**config.mk**
```make
export PLATFORM = sky130hd
export DESIGN_NAME = mem_size_probe
export DESIGN_NICKNAME = d
export VERILOG_FILES = /design/src/rtl/mem_size_probe.sv
export SDC_FILE = /design/constraint.sdc
export NUM_CORES = 1
export LEC_CHECK = 0
export BUFFER_PORTS_ARGS = -buffer_cell sky130_fd_sc_hd__buf_4
export CORE_MARGIN = 2
export CORE_UTILIZATION = 57
export DETAILED_ROUTE_END_ITERATION = 6
export PLACE_DENSITY_LB_ADDON = 0.25
export SLEW_MARGIN = 25
export SYNTH_ARGS = -nofsm -noshare
export SYNTH_HDL_FRONTEND = slang
export SYNTH_SLANG_ARGS = --single-unit
export TNS_END_PERCENT = 1
```
**constraint.sdc**
```tcl
create_clock -name clk_sys -period 9.25 [get_ports clk_sys]
set_input_delay 1.85 -clock clk_sys [delete_from_list [all_inputs] [get_ports clk_sys]]
set_output_delay 1.85 -clock clk_sys [all_outputs]
set_load 0.05 [all_outputs]
```
**src/rtl/mem_size_probe.sv**
```systemverilog
// Memory sizing engine: writes signatures at power-of-two probe addresses, reads them back
// to detect aliasing, reports the fitted size, then optionally zero-fills the detected range.
module mem_size_probe #(
  parameter int              AW       = 25,
  parameter int              DW       = 16,
  parameter int              NPROBE   = 3,
  parameter int              BASE_BIT = 22,
  parameter logic [DW-1:0]   SIG_BASE = 16'h0408,
  parameter bit              CLEAR    = 1'b1
) (
  input  logic              clk_sys,
  input  logic              reset_n,
  input  logic              start,
  output logic [AW-1:0]     mem_addr,
  output logic [DW-1:0]     mem_din,
  input  logic [DW-1:0]     mem_dout,
  output logic              mem_we,
  output logic              mem_rd,
  input  logic              mem_ready,
  output logic              busy,
  output logic              done,
  output logic [NPROBE-1:0] present,
  output logic [5:0]        size_log2,
  output logic              error,
  output logic              clear_done
);

  typedef enum logic [3:0] {
    IDLE, ISSUE, GAP, WAIT, NEXT, CLEAR_ISSUE, CLEAR_GAP, CLEAR_WAIT, FINISH
  } state_t;

  localparam logic [4:0]    NP5        = 5'(NPROBE);
  localparam logic [4:0]    LAST_STEP  = 5'(2 * NPROBE);
  localparam logic [AW-1:0] DECOY_ADDR = AW'(1) << BASE_BIT;
  localparam logic [DW-1:0] DECOY_DATA = ~SIG_BASE;

  // Probe tables padded to 8 entries so a 3-bit index always lands in range.
  logic [AW-1:0] probe_addr [8];
  logic [DW-1:0] probe_sig  [8];

  genvar gi;
  generate
    for (gi = 0; gi < 8; gi++) begin : g_probe
      if (gi < NPROBE) begin : g_used
        assign probe_addr[gi] = (gi == 0) ? '0 : (AW'(1) << (BASE_BIT + gi));
        assign probe_sig[gi]  = DW'(SIG_BASE * (gi + 1));
      end else begin : g_unused
        assign probe_addr[gi] = '0;
        assign probe_sig[gi]  = '0;
      end
    end
  endgenerate

  state_t        state_reg, state_next;
  logic [4:0]    step_reg, step_next;
  logic [AW:0]   clr_addr_reg, clr_addr_next;
  logic [AW-1:0] addr_reg, addr_next;
  logic [DW-1:0] din_reg, din_next;
  logic          we_reg, we_next, rd_reg, rd_next;
  logic          busy_reg, busy_next, done_reg, done_next;
  logic          clear_done_reg, clear_done_next, error_reg, error_next;
  logic [7:0]    present_reg, present_next;
  logic [5:0]    size_reg, size_next;
  logic [2:0]    rd_idx, acc_idx;
  logic [3:0]    hits;
  logic [AW:0]   clr_limit, clr_inc;

  // Length of the run of ones starting at bit 0.
  function automatic logic [3:0] run_length(input logic [7:0] p);
    logic [3:0] n;
    logic       run;
    n   = '0;
    run = 1'b1;
    for (int i = 0; i < 8; i++) begin
      if (run && p[i]) n = n + 4'd1;
      else             run = 1'b0;
    end
    return n;
  endfunction

  assign clr_limit = {{AW{1'b0}}, 1'b1} << size_reg;
  assign clr_inc   = clr_addr_reg + {{AW{1'b0}}, 1'b1};

  always_comb begin
    state_next      = state_reg;
    step_next       = step_reg;
    clr_addr_next   = clr_addr_reg;
    addr_next       = addr_reg;
    din_next        = din_reg;
    we_next         = 1'b0;
    rd_next         = 1'b0;
    busy_next       = busy_reg;
    done_next       = done_reg;
    clear_done_next = clear_done_reg;
    error_next      = error_reg;
    present_next    = present_reg;
    size_next       = size_reg;
    rd_idx          = 3'(LAST_STEP - step_reg);
    acc_idx         = '0;
    hits            = '0;

    case (state_reg)
      IDLE, FINISH: begin
        state_next = IDLE;
        if (start) begin
          busy_next       = 1'b1;
          done_next       = 1'b0;
          clear_done_next = 1'b0;
          error_next      = 1'b0;
          present_next    = '0;
          size_next       = '0;
          step_next       = '0;
          state_next      = mem_ready ? ISSUE : NEXT;
        end
      end
      NEXT:  if (mem_ready) state_next = ISSUE;
      ISSUE: state_next = GAP;
      GAP:   state_next = WAIT;
      WAIT: begin
        if (mem_ready) begin
          if (step_reg > NP5) present_next[rd_idx] = (mem_dout == probe_sig[rd_idx]);
          if (step_reg == LAST_STEP) begin
            hits       = run_length(present_next);
            done_next  = 1'b1;
            error_next = (hits == 4'd0);
            size_next  = (hits == 4'd0) ? 6'd0 : 6'(BASE_BIT) + {2'b00, hits};
            if (CLEAR && hits != 4'd0) begin
              clr_addr_next = '0;
              state_next    = CLEAR_ISSUE;
            end else begin
              clear_done_next = 1'b1;
              busy_next       = 1'b0;
              state_next      = FINISH;
            end
          end else begin
            step_next  = step_reg + 5'd1;
            state_next = ISSUE;
          end
        end
      end
      CLEAR_ISSUE: state_next = CLEAR_GAP;
      CLEAR_GAP:   state_next = CLEAR_WAIT;
      CLEAR_WAIT: begin
        if (mem_ready) begin
          if (clr_inc == clr_limit) begin
            clear_done_next = 1'b1;
            busy_next       = 1'b0;
            state_next      = FINISH;
          end else begin
            clr_addr_next = clr_inc;
            state_next    = CLEAR_ISSUE;
          end
        end
      end
      default: state_next = IDLE;
    endcase

    // Address/data are loaded only on entry to an issue state and held until the next one.
    if (state_next == ISSUE) begin
      if (step_next < NP5) begin
        acc_idx   = 3'(NP5 - 5'd1 - step_next);
        addr_next = probe_addr[acc_idx];
        din_next  = probe_sig[acc_idx];
        we_next   = 1'b1;
      end else if (step_next == NP5) begin
        addr_next = DECOY_ADDR;
        din_next  = DECOY_DATA;
        we_next   = 1'b1;
      end else begin
        acc_idx   = 3'(LAST_STEP - step_next);
        addr_next = probe_addr[acc_idx];
        rd_next   = 1'b1;
      end
    end else if (state_next == CLEAR_ISSUE) begin
      addr_next = clr_addr_next[AW-1:0];
      din_next  = '0;
      we_next   = 1'b1;
    end
  end

  always_ff @(posedge clk_sys or negedge reset_n) begin
    if (!reset_n) begin
      state_reg      <= IDLE;
      step_reg       <= '0;
      clr_addr_reg   <= '0;
      addr_reg       <= '0;
      din_reg        <= '0;
      we_reg         <= 1'b0;
      rd_reg         <= 1'b0;
      busy_reg       <= 1'b0;
      done_reg       <= 1'b0;
      clear_done_reg <= 1'b0;
      error_reg      <= 1'b0;
      present_reg    <= '0;
      size_reg       <= '0;
    end else begin
      state_reg      <= state_next;
      step_reg       <= step_next;
      clr_addr_reg   <= clr_addr_next;
      addr_reg       <= addr_next;
      din_reg        <= din_next;
      we_reg         <= we_next;
      rd_reg         <= rd_next;
      busy_reg       <= busy_next;
      done_reg       <= done_next;
      clear_done_reg <= clear_done_next;
      error_reg      <= error_next;
      present_reg    <= present_next;
      size_reg       <= size_next;
    end
  end

  assign mem_addr   = addr_reg;
  assign mem_din    = din_reg;
  assign mem_we     = we_reg;
  assign mem_rd     = rd_reg;
  assign busy       = busy_reg;
  assign done       = done_reg;
  assign clear_done = clear_done_reg;
  assign error      = error_reg;
  assign present    = present_reg[NPROBE-1:0];
  assign size_log2  = size_reg;

endmodule
```
======== Word level (Yosys, flattened, before mapping) ========
Memory sizes are Yosys's and may differ from the RTL's.
Cells that the tools add are included.
word-level totals
  register bits ........................... 96
  ROM bits ................................ 656
  input bits .............................. 20
  output and inout bits ................... 56
  logic and storage cells ................. 222
  memories kept ........................... 4
memories
  memory           words  bits a word  rd ports  clocked after memory_dff  wr ports  RTL line  RTL
  (no name shown)  8      25           1         0                         0         171       addr_next = probe_addr[acc_idx];
  (no name shown)  8      25           1         0                         0         162       addr_next = probe_addr[acc_idx];
  (no name shown)  8      16           1         0                         0         163       din_next = probe_sig[acc_idx];
  (no name shown)  8      16           1         0                         0         121       if (step_reg > NP5) present_next[rd_idx] = (mem_dout == probe_sig[rd_idx]);
cells by class
  $add $sub $neg .......................... 13
  order comparisons ....................... 7
  equal/unequal tests ..................... 23
  shift-type cells ........................ 1
  mux-type cells .......................... 136
  bitwise operators ....................... 3
  reductions and logical operators ........ 21
operator list
  cell                                                                count
  25-bit 2-to-1 mux                                                   8
  4-bit 2-to-1 mux                                                    37
  26-bit 2-to-1 mux                                                   5
  16-bit 2-to-1 mux                                                   8
  1-bit 2-to-1 mux                                                    53
  26-bit case mux with 2 select lines                                 1
  8-bit 2-to-1 mux                                                    5
  4-bit case mux with 8 select lines                                  1
  4-bit by 1-bit adder with 4-bit output, second input constant       7
  26-bit by 1-bit adder with 26-bit output, second input constant     1
  26-bit == test                                                      1
  1-bit by 6-bit << shifter with 26-bit output, first input constant  1
  6-bit 2-to-1 mux                                                    4
  4-bit by 3-bit == test with 1-bit output, second input constant     5
  16-bit == test                                                      1
  2-bit inequality test, second input constant                        8
  8-bit case mux with 2 select lines                                  1
  5-bit 2-to-1 mux                                                    3
  4-bit >= comparator, second input constant                          3
  3-bit inverter with 4-bit output                                    3
  6-bit case mux with 2 select lines                                  1
  5-bit case mux with 2 select lines                                  1
  8-bit bitwise mux                                                   1
  4-bit by 1-bit == test with 1-bit output, second input constant     2
  other kinds (28)                                                    43

======== Longest topological paths before layout ========
Gate-level depths: netlist (run 1).
  depth after elaboration ................. 57
  depth in mapped cells ................... 36
  depth with buffers taken out ............ 33

======== Worst setup path after synthesis (run 1) ========
Ideal clock, no wire load.
  path kind ............................... input to register
  start ................................... in mem_dout[1]
  end ..................................... reg addr_reg[24] (netlist: mem_addr[24])
  library setup time ...................... 124 ps
  arrival ................................. 7231 ps
  required time ........................... 9126 ps
  path slack .............................. 1895 ps
  stages on the path ...................... 31
  buffers on the path ..................... 1
  cells stage by stage .................... nor4_1 -> o2111ai_1 -> a21oi_1 -> o21ai_0 -> o2111a_1 -> nor2_1 -> inv_1 -> ha_1 -> o21a_1 -> ha_1 -> nand2_1 -> a22oi_1 -> a31o_2 -> o31ai_1 -> inv_1 -> ha_1 -> nand2_1 -> o21ai_0 -> ha_1 -> mux2i_1 -> mux2i_1 -> ha_1 -> nor2b_1 -> xnor2_1 -> nor3_4 -> xnor2_2 -> a31oi_2 -> o21bai_2 -> buf_6 -> nor4_1 -> a211o_1
on the way
  longest elaborated chain between the ends .. 51
  elaborated cells between the ends (all ways) .. 93
  those cells by class .................... add/sub (7); eq/ne (3); mux (74); reduce/logical (9)
RTL lines
  element                                                                                    RTL line  RTL
  from (decl)                                                                                16        input logic [DW-1:0] mem_dout,
  16-bit == test (*)                                                                         121
  8-bit bitwise mux (*)                                                                      121
  8-bit 2-to-1 mux (*)                                                                       121
  8-bit 2-to-1 mux (*)                                                                       120       if (mem_ready) begin
  8-bit 2-to-1 mux (*)                                                                       102       case (state_reg)
  1-bit 2-to-1 mux                                                                           75        if (run && p[i]) n = n + 4'd1;
  4-bit 2-to-1 mux or 1-bit 2-to-1 mux (tied branches)                                       122       if (step_reg == LAST_STEP) begin
  4-bit 2-to-1 mux or 1-bit 2-to-1 mux (tied branches)                                       120
  [35 not listed]                                                                            -
  4-bit 2-to-1 mux (*)                                                                       102
  4-bit nonzero test (*)                                                                     127       if (CLEAR && hits != 4'd0) begin
  4-bit 2-to-1 mux or 26-bit 2-to-1 mux (tied branches)                                      127
  4-bit 2-to-1 mux or 26-bit 2-to-1 mux (tied branches)                                      122
  4-bit 2-to-1 mux or 26-bit 2-to-1 mux (tied branches)                                      120
  4-bit case mux with 8 select lines or 26-bit case mux with 2 select lines (tied branches)  102
  4-bit by 1-bit == test with 1-bit output (tied with other cells)                           159       if (state_next == ISSUE) begin
  25-bit 2-to-1 mux or 2-bit nonzero test (tied branches)                                    -
  to (signal assigned)                                                                       200       addr_reg <= addr_next;
  to (decl)                                                                                  57        logic [AW-1:0] addr_reg, addr_next;
Mark *: on every way between the ends. The rest lies on a longest branch, timed or not. The select of a mux whose other input is x is not followed.
A chain may end at the register's enable or synchronous reset.

======== Worst setup path after layout (run 1) ========
  start ................................... in mem_dout[1]
  end ..................................... reg addr_reg[9] (netlist: mem_addr[9])
The elaborated chain is that of the path after synthesis.

==> results of run 1 <==
layer usage:
metal | routed length (µm) | part of all wire
met1 | 7090 | 0.42
met2 | 8200 | 0.49
met3 | 1120 | 0.067
met4 | 465 | 0.028
met5 | 0 | 0
final timing paths:
kind	from	to	slack, ns	cells past startpoint
max	mem_dout[1]	mem_addr[9]	0.63	32
min	mem_addr[11]	mem_addr[11]	0.49	2
max reg2reg	step_reg[0]	mem_addr[9]	0.78	31
min reg2reg	mem_addr[11]	mem_addr[11]	0.49	2
max in group asynchronous	reset_n	present_reg[0]	7.22	1
min in group asynchronous	reset_n	clr_addr_reg[8]	1.52	1
Yosys cell counts (all sizes together), types with 5 or more instances:
master / count
nand2b: 10
nor3: 23
nor2: 58
o31ai: 8
or2: 8
nor4b: 6
nand3: 20
a21oi: 43
mux2i: 11
dfrtp: 83
or3: 9
nand2: 81
nand4: 12
buf: 38
a31oi: 9
clkbuf: 23
o21ai: 85
o21a: 6
xor2: 5
nand3b: 6
nor4: 18
xnor2: 35
and3: 7
a211oi: 6
a211o: 5
and2: 7
inv: 29
a21o: 8
ha: 11
a22o: 10
layout make-up:
class                   count  area share
multi-input cells         577       0.544
flip-flops and latches     83       0.300
repair buffers             78      0.0851
clock buffers              15      0.0255
well taps                 140      0.0253
inverters                  29      0.0157
clock inverters             1     0.00434
worst max-delay path: cells and delay by family:
| family | cells | cell delay [ns] |
|---|---|---|
| xor gates and xnor gates | 2 | 0.58 |
| AOI/OAI and AO/OA | 12 | 3.18 |
| and+or+nand+nor | 7 | 0.87 |
| buffers and inverters | 4 | 0.63 |
| adders and majority gates | 5 | 1.51 |
| muxes | 2 | 0.27 |
through the flow:
step	instance area (µm²)	power, mW
2_1_floorplan	6280	1.20
3_3_place_gp	6710	1.38
3_5_place_dp	6710	1.39
4_1_cts	6910	1.68
5_1_grt	6920	1.79
6_report	6920	1.68
kinds of logic (layout without fill, tap and decap cells):
family / Yosys count / after routing / share of synthesized area
AO/OA/AOI/OAI: 228 / 228 / 0.244
multiplexers: 14 / 14 / 0.0229
adder cells (fa/ha/maj): 11 / 11 / 0.0219
flip-flops: 83 / 83 / 0.331
buffers and inverters: 90 / 123 / 0.0704
AND/OR/NAND/NOR: 283 / 283 / 0.247
XOR/XNOR: 41 / 41 / 0.0636
report_power, final:
| group | leakage (nW) | switching, mW | internal, mW | total [mW] |
|---|---|---|---|---|
| Clock | 0.104 | 0.133 | 0.147 | 0.280 |
| Sequential | 1.12 | 0.0988 | 0.426 | 0.524 |
| Combinational | 1.75 | 0.606 | 0.274 | 0.879 |
| Total | 2.98 | 0.837 | 0.847 | 1.68 |
==> impl_metrics.tcl, run 1 <==
set metrics [dict create \
    clk_latency_ns 0.38 \
    ff_latch_area_um2 2080 \
    synthTopCellsByArea "dfrtp_1 (33%), nand2_1 (4.8%), xnor2_1 (4.7%), o21ai_0 (3.8%), nor2_1 (3.4%)" \
    via_per_inst 6.43 \
    fillers 917 \
    whs_ns 0.489 \
    path_max_fanout 17 \
    cts_resized 0 \
    grt_usage 0.297 \
    grt.overflow.total 0 \
    slew_headroom 0.375 \
    cts_root_buffer "clkbuf_8" \
    yosysWarnings 0 \
    endpoint_kind "flop" \
    first_pass_iters 7 \
    max_slew.worst_pin.slew_ns 0.936 \
    syn_nets 781 \
    period_share 0.932 \
    layout_min_cycle_time_ns 8.62 \
    hp-class "reg2reg" \
    instances_no_fill 923 \
    largest_reg_flops 26 \
    drt-initial-drc-count 553 \
    cts_setup_buffers 0 \
    core_area_um2 10800 \
    yosys.area.top_type "dfrtp_1" \
    drt_wl_total_mm 16.9 \
    setup_viol 0 \
    grt_pass1_vias 5614 \
    synth_edf_count 0 \
    start_kind "primary input" \
    cts.clk_slew.worst_paths_ns 0.08 \
    final_cell_mix "dfrtp_1 (83), nand2_1 (80), buf_4 (77)" \
    gp_congestion 0.979 \
    use_met2 0.475 \
    clk_path_buf_depth 2 \
    maxSlewViolCount 0 \
    hold_violations 0 \
    rsz0062_at_grt "no" \
    dieHeight_um 109 \
    place_inst 907 \
    htree_levels 3 \
    num_vias 5939 \
    syn_area_per_cell_um2 8.37 \
    path_class "in2reg" \
    io_buffers 75 \
    drive_above_1_share 0.169 \
    ys_types 93 \
    max_cap_viol_count 0 \
    multi_input_area_um2 3770 \
    die-area_um2 11900 \
    leakage_nw 2.98 \
    wl_per_cell_um 18.3 \
    grt-busiest-layer "met2" \
    hpwl_mm 12.2 \
    synth_top_area_frac 0.331 \
    syn_to_final_growth_pct 10.3 \
    place_ws_ns 0.419 \
    syn_inst 750 \
    fin_skew_ns 0.0131 \
    grt_use_met1 0.387 \
    ys_seq_area_frac 0.331 \
    dieWidth_um 109 \
    cp_common_cell "ha_1" \
    numCtsBuffers 9 \
    grt_pass1_wl_mm 27.7 \
    io_pins 76 \
    nNetsFinal 809 \
    critical_path_arrival_ns 8.91 \
    grtUsageMet3 0.0652 \
    clock_sink_count 83 \
    status "finished clean" \
    antenna_left 0 \
    syn_area_um2 6280 \
    holdBufCountCts 0 \
    synth_ff_type "dfrtp_1" \
    start_util 0.582 \
    ir_drop_mv 0.277 \
    max_freq_mhz 116 \
    cts_tree "done" \
    synth.ff_latch_count 83 \
    setup_slack_ns 0.630 \
    utilization 0.641 \
    power-per-cell-area_nw_per_um2 243 \
    final_common_cell "dfrtp_1" \
    finalSetupTns_ns 0 \
    antennaDiodeCount 0 \
    ys_async_sr_fraction 1.00 \
    grt_antenna_before_repair 0 \
    rows 38 \
    slowest_delay_ns 0.74 \
    crit_slowest_cell "o21bai_2" \
    cp.required_ns 9.54 \
    remaining_drc_errors 0 \
    grt_start_max_net_pins 84 \
]
Power figures use the tool's default switching activity.
==> run 2: changes to the inputs <==
Settings changed: CELL_PAD_IN_SITES_DETAIL_PLACEMENT set to 0, CELL_PAD_IN_SITES_GLOBAL_PLACEMENT set to 2, CORE_UTILIZATION 57 to 36.
==> run 2 against run 1 <==
Against the previous run: flip-flop and latch count did not move; critical path type unchanged; die area grew 56%; largest power group unchanged; combinational power up 2%; non-clock buffer count up 1; critical path depth did not move.
==> impl_metrics.tcl, run 2 (same netlist as run 1, synthesis figures left out) <==
set metrics [dict create \
    antenna_left 0 \
    maxSlewViolCount 0 \
    pwr-share-seq 0.291 \
    post_dp_cell_area_um2 6820 \
    wl_per_cell_um 18.9 \
    combPwrFrac 0.496 \
    die-area_um2 18500 \
    hold_violations 0 \
    remaining_drc_errors 0 \
    hpwl_mm 14.0 \
    htree_levels 3 \
    nNetsFinal 810 \
    place_inst 993 \
    r2r-start "step_reg[0]" \
    max_freq_mhz 117 \
    cp.required_ns 9.51 \
    via_per_inst 5.76 \
    grt_start_max_net_pins 53 \
    grt_pass1_wl_mm 30.4 \
    final_common_cell "dfrtp_1" \
    period_share 0.926 \
    grt.overflow.total 0 \
    clk_path_buf_depth 2 \
    drt-initial-drc-count 471 \
    fin_area_um2 7130 \
    drive_above_1_share 0.173 \
    io_pins 76 \
    hp-class "reg2reg" \
    clk_latency_ns 0.36 \
    rsz0062_at_grt "no" \
    largest_reg_flops 26 \
    gp_congestion 0.895 \
    power-per-cell-area_nw_per_um2 253 \
    holdBufCountCts 0 \
    min_from "clr_addr_reg[25]" \
    cts.clk_slew.worst_paths_ns 0.07 \
    final_cell_mix "dfrtp_1 (83), nand2_1 (80), buf_4 (79)" \
    numCtsBuffers 9 \
    rows 48 \
    grt_antenna_before_repair 0 \
    slew_headroom 0.324 \
    rr_worst_depth 30 \
    core_area_um2 17200 \
    swShare 0.493 \
    clkPwrFrac 0.213 \
    fillers 1782 \
    max_slew.worst_pin.slew_ns 1.01 \
    first_pass_iters 6 \
    num_vias 5809 \
    slowest_delay_ns 0.69 \
    dieHeight_um 136 \
    fin_skew_ns 0.0115 \
    status "finished clean" \
    holdPathEnd "clr_addr_reg[25]" \
    p_sw_uw 889 \
    critical_path_arrival_ns 8.83 \
    io_buffers 75 \
    clock_sink_count 83 \
    start_util 0.365 \
    ir_drop_mv 0.154 \
    cts_tree "done" \
    finalSetupTns_ns 0 \
    cts_setup_buffers 0 \
    path_class "in2reg" \
    crit_slowest_cell "o21bai_2" \
    instances_no_fill 1009 \
    utilization 0.415 \
    layout_min_cycle_time_ns 8.57 \
    leakage_nw 3.02 \
    timing.rr.end "mem_addr[13]" \
    path_max_fanout 16 \
    endpoint_kind "flop" \
    syn_to_final_growth_pct 13.6 \
    antennaDiodeCount 0 \
    start_kind "primary input" \
    cts_root_buffer "clkbuf_16" \
    dieWidth_um 136 \
    grt_pass1_vias 5670 \
    intPower_uw 914 \
    setup_viol 0 \
    hold-path-cell-count 1 \
    cts_resized 0 \
    grt_usage 0.211 \
    drt_wl_total_mm 19.1 \
    r2r_setup_slack_ns 0.90 \
    max_cap_viol_count 0 \
    cp_common_cell "ha_1" \
]
## run 2: changes by cell type in the layout (fill, tap and decap cells not counted), sizes merged
cell      previous run  this run
clkinvlp             0         1
clkinv               0         1
buf                 78        79
inv                 29        33
clkbuf              15         9
## run 2: layout make-up
type | instances | area, µm² | area share
timing repair buffer | 79 | 593 | 0.0832
sequential | 83 | 2080 | 0.291
tap | 225 | 282 | 0.0395
clock buffer | 9 | 225 | 0.0316
clock inverter | 7 | 80.1 | 0.0112
inverter | 29 | 109 | 0.0153
multi-input combinational | 577 | 3770 | 0.528
## run 2: metrics by stage
step / hold WS [ns] / total power [mW] / setup WS (ns)
final: 0.485 / 1.80 / 0.683
after floorplan: 0.461 / 1.20 / 1.90
after global routing: 0.517 / 1.91 / 0.0970
after global placement: 0.467 / 1.42 / 0.866
after detailed placement: 0.468 / 1.42 / 0.418
after CTS: 0.489 / 1.81 / 0.766
## run 2: worst max path at each step
stage	from	end	slack, ns	cells after the start
2_1_floorplan	mem_dout[1]	mem_addr[24]	1.90	31
4_1_cts	mem_dout[1]	mem_addr[13]	0.77	32
3_3_place_gp	mem_dout[13]	mem_addr[12]	0.87	32
5_1_grt	mem_dout[0]	mem_addr[0]	0.1	32
6_report	mem_dout[1]	mem_addr[13]	0.68	32
3_5_place_dp	mem_dout[1]	mem_addr[13]	0.42	32
## run 2: metal layers
layer,global-route usage,routed length (µm),share of wire,vias up
met5,0,0,0,-
met4,0.0475,189,0.0099,0
met3,0.0343,659,0.035,22
met2,0.379,9770,0.51,134
met1,0.263,8450,0.44,2855
li1,-,-,-,2798
## run 2: power groups by stage
stage	combinational [mW]	sequential, mW	clock [mW]
2_1_floorplan	0.613	0.584	0
3_3_place_gp	0.883	0.532	0
3_5_place_dp	0.891	0.529	0
4_1_cts	0.895	0.523	0.392
5_1_grt	0.965	0.538	0.410
6_report	0.894	0.525	0.384
## run 2: critical path, delay by kind of cell
kind,cells,cell delay [ns]
AND/OR/NAND/NOR,7,0.84
multiplexers,2,0.27
XOR/XNOR,2,0.56
adder cells (fa/ha/maj),5,1.53
AO/OA/AOI/OAI,12,3.09
buffers and inverters,4,0.65
==> run 3: changes to the inputs <==
Settings changed: ABC_AREA set to 1, CORE_UTILIZATION 36 to 33, GPL_TIMING_DRIVEN set to 0.
==> run 3 against run 2 <==
Against the previous run: cell count increased by 17%; design area increased by 2.4%; clock power down 4%; largest power group unchanged; synthesized cell count rose by 15%.
==> impl_metrics.tcl, run 3 <==
set metrics [dict create \
    status "finished clean" \
    synth_ff_type "dfrtp_1" \
    drive_above_1_share 0.189 \
    grt_start_max_net_pins 84 \
    crit_slowest_cell "ha_1" \
    power-per-cell-area_nw_per_um2 336 \
    nNetsFinal 981 \
    io_pins 76 \
    wl_per_cell_um 14.8 \
    start_kind "primary input" \
    rsz0062_at_grt "no" \
    slowest_delay_ns 0.27 \
    syn_inst 864 \
    first_pass_iters 5 \
    ys_seq_area_frac 0.338 \
    period_share 0.698 \
    ys_async_sr_fraction 1.00 \
    cts.clk_slew.worst_paths_ns 0.06 \
    syn_area_um2 6150 \
    syn_nets 895 \
    synthTopCellsByArea "dfrtp_1 (34%), nand2_1 (15%), inv_1 (6.0%), nand3_1 (5.5%), nor2_1 (4.9%)" \
    clk_latency_ns 0.35 \
    path_class "in2reg" \
    layout_min_cycle_time_ns 6.46 \
    synth_top_area_frac 0.338 \
    cts_setup_buffers 0 \
    slew_headroom 0.428 \
    syn_area_per_cell_um2 7.12 \
    grt_usage 0.186 \
    final_cell_mix "nand2_1 (240), inv_1 (98), buf_4 (90)" \
    max_freq_mhz 155 \
    drt-initial-drc-count 313 \
    ys_types 49 \
    yosysWarnings 0 \
    cts_resized 0 \
    p_total_mw 2.45 \
    cp.required_ns 9.54 \
    drt_wl_total_mm 17.5 \
    grt_pass1_wl_mm 29.0 \
    clock_sink_count 83 \
    remaining_drc_errors 0 \
    num_vias 5654 \
    htree_levels 3 \
    antennaDiodeCount 0 \
    die-area_um2 19800 \
    critical_path_arrival_ns 6.75 \
    core_area_um2 18100 \
    holdBufCountCts 0 \
    maxSlewViolCount 0 \
    max_cap_viol_count 0 \
    numCtsBuffers 9 \
    cts_root_buffer "clkbuf_16" \
    synth.ff_latch_count 83 \
    instances_no_fill 1183 \
    place_inst 1168 \
    finalSetupTns_ns 0 \
    hpwl_mm 13.5 \
    hold_violations 0 \
    antenna_left 0 \
    grt_antenna_before_repair 0 \
    endpoint_kind "flop" \
    hp-class "reg2reg" \
    leakage_nw 3.63 \
    yosysMostFrequentCell "nand2_1" \
    clk_path_buf_depth 2 \
    fin_skew_ns 0.00841 \
    largest_reg_flops 26 \
    syn_to_final_growth_pct 18.7 \
    path_max_fanout 10 \
    yosys.area.top_type "dfrtp_1" \
    max_slew.worst_pin.slew_ns 0.857 \
    start_util 0.339 \
    gp_congestion 0.874 \
    synth_edf_count 0 \
    cts_tree "done" \
    grt_pass1_vias 5522 \
    final_common_cell "nand2_1" \
    ir_drop_mv 0.163 \
    io_buffers 75 \
    via_per_inst 4.78 \
    rows 49 \
    cp_common_cell "nand2_1" \
    dieHeight_um 141 \
    synth_commonest_cells "nand2_1 (240), inv_1 (98), dfrtp_1 (83), nor2_1 (81), nand3_1 (68)" \
    dieWidth_um 141 \
    grt.overflow.total 0 \
    setup_viol 0 \
]
## run 3: changes by cell type in the layout (fill, tap and decap cells not counted), moves of 20 or more
cell | before | now
nor2_1 | 57 | 81
xor2_1 | 4 | 30
o21ai_1 | 36 | 0
xnor2_1 | 34 | 14
nand2_1 | 80 | 240
inv_1 | 29 | 98
o21ai_0 | 48 | 27
nand3_1 | 17 | 68
a21oi_1 | 42 | 14
## run 3: area by class of cell
class,instances,area [µm²]
multi-input combinational,628,3390
fill,1971,10800
tap,229,287
inverter,107,402
timing repair buffer,75,567
sequential,83,2080
buffer,46,284
clock buffer,13,260
clock inverter,2,35.0
## run 3: layer usage
metal | track usage | wire [µm]
met4 | 0.0532 | 216
met2 | 0.287 | 7320
met3 | 0.0219 | 622
met1 | 0.276 | 9360
met5 | 0 | 0
## run 3: kinds of logic after synthesis
group	count (synthesis)	share of synthesized area
AND/OR/NAND/NOR	487	0.376
buffers and inverters	153	0.111
AO/OA/AOI/OAI	86	0.0899
flip-flops	83	0.338
XOR/XNOR	44	0.0626
adder cells (fa/ha/maj)	11	0.0224
## run 3: path summary, 6_finish.rpt
| kind | start | to | slack (ns) | cells after the start |
|---|---|---|---|---|
| max in group asynchronous | reset_n | mem_addr[20] | 7.10 | 1 |
| worst max register to register | step_reg[0] | mem_din[14] | 3.29 | 44 |
| worst min register to register | mem_addr[20] | mem_addr[20] | 0.47 | 2 |
| worst min-delay path | mem_addr[20] | mem_addr[20] | 0.47 | 2 |
| worst max-delay path | mem_dout[7] | mem_din[14] | 2.79 | 41 |
| min in group asynchronous | reset_n | present_reg[2] | 1.51 | 1 |
## run 3: metrics by stage
stage	hold WS, ns	setup WS (ns)	utilization	area [µm²]
final	0.471	2.79	0.402	7300
after CTS	0.475	2.74	0.402	7300
after global placement	0.459	2.36	0.386	7000
after global routing	0.500	2.17	0.402	7300
after detailed placement	0.461	2.41	0.386	7010
after floorplan	0.474	3.15	-	6150
## run 3: power breakdown
group	leakage, nW	internal, mW	switching (mW)	total, mW
clock	0.146	0.222	0.147	0.369
combinational	2.38	0.454	1.02	1.47
sequential	1.10	0.495	0.112	0.607
total	3.63	1.17	1.28	2.45
## run 3: worst max-delay path, delay by kind of cell
| family | cells | cell delay (ns) |
|---|---|---|
| AND/OR/NAND/NOR | 27 | 2.77 |
| AO/OA/AOI/OAI | 1 | 0.20 |
| buffers and inverters | 8 | 0.63 |
| adder cells (fa/ha/maj) | 5 | 1.32 |
